[src/rtl/md_issue.sv]
// md_issue - E-stage issue and interlock controller for the multiply/divide unit.
//
// Latches the MD-class op decoded in D into a local E slot, issues it to MD
// (start/MDop/HIwrite/LOwrite), mirrors MD's busy window with a countdown and
// holds any MD-class instruction in D until HI/LO are committed.
//
// Optional feature macro: MD_MADD_EN (class 5 = madd legal when defined;
// otherwise class 5 is treated as none).
//
// Ports:
//   clk      in   rising-edge clock
//   reset    in   asynchronous active-high reset
//   D_mdcls  in   [3:0] MD class of the D instruction (10..15 = none)
//   E_clr    in   flush the E slot
//   stall    out  freeze PC and F/D, bubble into D/E
//   start    out  one-cycle issue pulse to MD
//   MDop     out  [2:0] MD opcode, valid with start, else 000
//   HIwrite  out  mthi in E
//   LOwrite  out  mtlo in E
//   mfsel    out  [1:0] E result select: 00 ALU, 01 HI, 10 LO
//   busy     out  local mirror of MD busy (cnt != 0)

module md_issue #(
  parameter int unsigned MUL_CYC = 5,
  parameter int unsigned DIV_CYC = 10
) (
  input  logic       clk,
  input  logic       reset,
  input  logic [3:0] D_mdcls,
  input  logic       E_clr,
  output logic       stall,
  output logic       start,
  output logic [2:0] MDop,
  output logic       HIwrite,
  output logic       LOwrite,
  output logic [1:0] mfsel,
  output logic       busy
);

`ifdef MD_MADD_EN
  localparam logic MADD_EN = 1'b1;
`else
  localparam logic MADD_EN = 1'b0;
`endif

  typedef enum logic [1:0] {
    S_IDLE,
    S_MUL,
    S_DIV
  } state_e;

  state_e     state_q, state_d;
  logic [3:0] E_cls_q, E_cls_d;
  logic [3:0] cnt_q, cnt_d;

  logic [3:0] d_cls;
  logic       d_is_md;
  logic       e_mul;
  logic       e_div;
  logic [3:0] e_idx;

  // Canonical D class: anything outside 1..9 (and madd when disabled) is none,
  // so it neither stalls nor reaches the E slot.
  always_comb begin
    d_cls = '0;
    if (D_mdcls >= 4'd1 && D_mdcls <= 4'd9) begin
      d_cls = D_mdcls;
    end
    if (!MADD_EN && D_mdcls == 4'd5) begin
      d_cls = '0;
    end
    d_is_md = (d_cls != 4'd0);
  end

  // E-slot decode
  always_comb begin
    e_mul   = (E_cls_q == 4'd1) || (E_cls_q == 4'd2) || (E_cls_q == 4'd5);
    e_div   = (E_cls_q == 4'd3) || (E_cls_q == 4'd4);
    start   = e_mul || e_div;
    // Classes 1..5 map to MDop 000..100 in order.
    e_idx   = E_cls_q - 4'd1;
    MDop    = start ? e_idx[2:0] : 3'b000;
    HIwrite = (E_cls_q == 4'd8);
    LOwrite = (E_cls_q == 4'd9);
    mfsel   = 2'b00;
    if (E_cls_q == 4'd6) begin
      mfsel = 2'b01;
    end else if (E_cls_q == 4'd7) begin
      mfsel = 2'b10;
    end
    busy    = (cnt_q != 4'd0);
    stall   = d_is_md && (start || busy);
  end

  // Next state, counter and E slot
  always_comb begin
    state_d = state_q;
    unique case (state_q)
      S_IDLE: begin
        if (e_mul) begin
          state_d = S_MUL;
        end else if (e_div) begin
          state_d = S_DIV;
        end
      end
      S_MUL, S_DIV: begin
        if (cnt_q == 4'd1) begin
          state_d = S_IDLE;
        end
      end
      default: state_d = S_IDLE;
    endcase

    cnt_d = cnt_q;
    if (start) begin
      cnt_d = (state_d == S_DIV) ? 4'(DIV_CYC) : 4'(MUL_CYC);
    end else if (cnt_q != 4'd0) begin
      cnt_d = cnt_q - 4'd1;
    end

    E_cls_d = d_cls;
    if (E_clr || stall) begin
      E_cls_d = '0;
    end
  end

  always_ff @(posedge clk or posedge reset) begin
    if (reset) begin
      state_q <= S_IDLE;
      E_cls_q <= '0;
      cnt_q   <= '0;
    end else begin
      state_q <= state_d;
      E_cls_q <= E_cls_d;
      cnt_q   <= cnt_d;
    end
  end

endmodule

[config.mk]
export PLATFORM = sky130hd
export DESIGN_NAME = md_issue
export DESIGN_NICKNAME = d
export VERILOG_FILES = /design/src/rtl/md_issue.sv
export SDC_FILE = /design/constraint.sdc
export NUM_CORES = 1
export LEC_CHECK = 0
export CORE_AREA = 8 8 49 51
export CTS_CLUSTER_DIAMETER = 200
export DETAILED_ROUTE_END_ITERATION = 8
export DIE_AREA = 0 0 57 59
export GPL_ROUTABILITY_DRIVEN = 0
export PLACE_DENSITY = 0.72
export REMOVE_ABC_BUFFERS = 1
export SYNTH_ARGS = -nofsm -noshare
export SYNTH_HDL_FRONTEND = slang
export SYNTH_SLANG_ARGS = --single-unit
[constraint.sdc]
create_clock -name clk -period 2.45 [get_ports clk]
set_input_delay 0.49 -clock clk [delete_from_list [all_inputs] [get_ports clk]]
set_output_delay 0.49 -clock clk [all_outputs]
set_load 0.01 [all_outputs]
==> out/results.ini <==
[critical_path]
worstPathArrival_ns = 1.90
end_kind = output port
required_ns = 1.96
path_buf_inv = 3
cpPeakStageDelay_ns = 0.41
cp_top_family = simple AND/OR/NAND/NOR gates
critPathMaxFanout = 5
crit_type = register to output port
cpMaxStageDelayCell = or3_4
crit_chain = inv_1 -> ha_1 -> nor3b_1 -> or3_4 -> inv_2 -> o21a_1 -> dlygate4sd2_1
startpoint_type = register

[yosys]
netlist_instances = 86
ys_seq_elements = 10
ys_warn_count = 0
synth_cell_types = 36
syn_avg_cell_area_sq_um = 8.99
synthAdderAreaFrac_pct = 14.6
synth_top_family_by_area = simple AND/OR/NAND/NOR gates
synth-compound-area-share_pct = 15.9
syn-cell-area_sq_um = 773
synth_xor_area_share_pct = 3.40
muxShareOfSynthArea_pct = 1.29
synth-simple-area-share_pct = 24.6
ys_seq_area_share_pct = 32.4

[timing]
tightestPinTransition_ns = 0.412
max_freq_ghz = 0.418
slew_headroom_pct = 72.5
hold_viol_final = 0
period_share_pct = 97.7
skew_ns = 0.00532
period_minus_slack_ns = 2.39
setup-tns-final_ns = 0
finalSetupViolations = 0
final-max-slew-violation-count = 0
rsz0062_at_grt = true

[pwr]
power_density_mw_per_mm2 = 737
leakagePower_nw = 0.520
vdd_drop_max_v = 0.000588

[cts]
clk-insertion-delay-late_ns = 0.28
clk_pin_slew_ns = 0.07
h-tree-depth = 1
clk_path_buf_depth = 2
cts_root_buffer = clkbuf_4
numCtsBuffers = 3
cts_tree = built
clock-sinks = 10

[global_routing]
grt_overflow = 0
grt_usage_pct = 11.8
antenna_found_initial = 0
grt_max_degree = 11
grt_pass1_wl_mm = 3.17
grt_pass1_vias = 730

[layout]
stdcell_count = 127
final-seq-area_sq_um = 250
layout_common_cells = 10 x dfrtp_1, 10 x inv_1, 10 x clkdlybuf4s50_1
final_nets = 128
n_antenna_cell = 0
multiInputGateArea_sq_um = 478
syn2layout_area_growth_pct = 33.2
n_fill_cell = 150
postLayoutCoreUtil_pct = 62.3
drive_above_1_share_pct = 16.4
fin_area_sq_mm = 0.00103

[floorplan]
ios = 17
die_w_um = 57
die-area_sq_mm = 0.00336
rows = 15
core_area_sq_mm = 0.00165
die_h_um = 59
start_util_pct = 46.8

[flow_run]
max_cap_viol_count = 0

[route]
postRouteAntennaNets = 0
avgViaCountPerCell = 5.44
drc = 0
drt-pass1-iter-count = 4
totalWireLength_mm = 1.76
avgRoutedWirePerCell_um = 13.9
drt-initial-drc-count = 13
dr_total_vias = 691

[placement]
placed_area_sq_um = 995
dpl.hpwl_mm = 1.41
placed_cells_incl_taps = 124
port_buffers = 16

[worst_hold_path]
hold_path.class = input pin to asynchronous set/reset pin

[run_status]
status = complete, no violations

cells by family (layout without fill, tap and decap cells):
group,count (synthesis),after routing
and+or+nand+nor,32,32
DFF,10,10
AOI/OAI and AO/OA,17,17
buffers and inverters,14,38
muxes,1,1
adders and majority gates,9,9
xor gates and xnor gates,3,3
per-stage QoR:
stage	worst slack (ns)	total power (W)	hold WS, ns
after floorplan	0.476	0.000518	0.330
after global placement	0.0450	0.000630	0.643
after detailed placement	0.00968	0.000646	0.643
after CTS	0.00333	0.000761	0.512
after global routing	-0.0477	0.000835	0.562
final	0.0562	0.000759	0.494
sequential cells by signal, summed over array words and instances, names as in the netlist:
register  count
cnt_q         4
E_cls_q       4
state_q       2
timing repair:
action | in CTS | in global routing
cloned | 0 | 0
setup endpoints to repair | 5 | 2
gates resized for setup | 7 | 3
setup buffers | 0 | 0
hold buffers | 0 | 0
routing by layer:
metal	vias up	wire length, um	global-route usage [%]
li1	353	-	-
met1	322	801	13.4
met2	12	860	19.8
met3	4	69	3.00
met4	0	29	6.04
met5	-	0	0
path summary, 6_finish.rpt:
path                            start          to  slack (ns)  depth (start not counted)
max in group asynchronous       reset  state_q[0]        1.66                          2
min                             reset    cnt_q[3]        0.49                          2
max                        E_cls_q[1]       stall        0.06                          7
max reg2reg                E_cls_q[1]    cnt_q[3]        0.53                          7
min reg2reg                  cnt_q[0]    cnt_q[0]        0.65                          2
min in group clk             cnt_q[0]    cnt_q[0]        0.65                          2
power by group:
group          switching (W)  internal [W]  leakage [nW]  total (W)
Sequential         0.0000442      0.000215         0.130   0.000260
Clock              0.0000651     0.0000570        0.0138   0.000122
Combinational       0.000175      0.000201         0.376   0.000377
cells in the mapped netlist:
library cell  instances  area (sq um)
mux2i_1               1          10.0
a21oi_1               3          15.0
o21a_1                1          7.51
a221o_1               1          10.0
dfrtp_1              10           250
ha_1                  9           113
inv_2                 1          3.75
and2_1                1          6.26
inv_1                10          37.5
or3_1                 2          12.5
nor4bb_1              1          10.0
nand3_1               3          15.0
o211a_1               2          20.0
nor4_1                2          12.5
a211o_1               1          8.76
nor2b_1               1          6.26
o22ai_1               1          6.26
nor2_1                5          18.8
o31ai_1               1          7.51
buf_6                 1          11.3
a31o_2                1          8.76
clkbuf_1              1          3.75
or3b_2                2          17.5
o21bai_1              1          7.51
buf_2                 1          5.00
nand2b_1              1          6.26
o211ai_1              2          15.0
and3_1                3          18.8
o21ai_0               2          10.0
xnor2_1               2          17.5
xor2_1                1          8.76
nand2_1               3          11.3
nand3b_1              1          7.51
nor3_1                2          10.0
a31oi_1               1          6.26
nor3b_1               5          37.5
area by class of cell:
| type | instances | area share (%) |
|---|---|---|
| repair buffers | 24 | 21.0 |
| inverters | 11 | 4.01 |
| clock buffers | 3 | 2.19 |
| well taps | 17 | 2.07 |
| flip-flops and latches | 10 | 24.3 |
| multi-input cells | 62 | 46.4 |
Power figures use the tool's default switching activity.
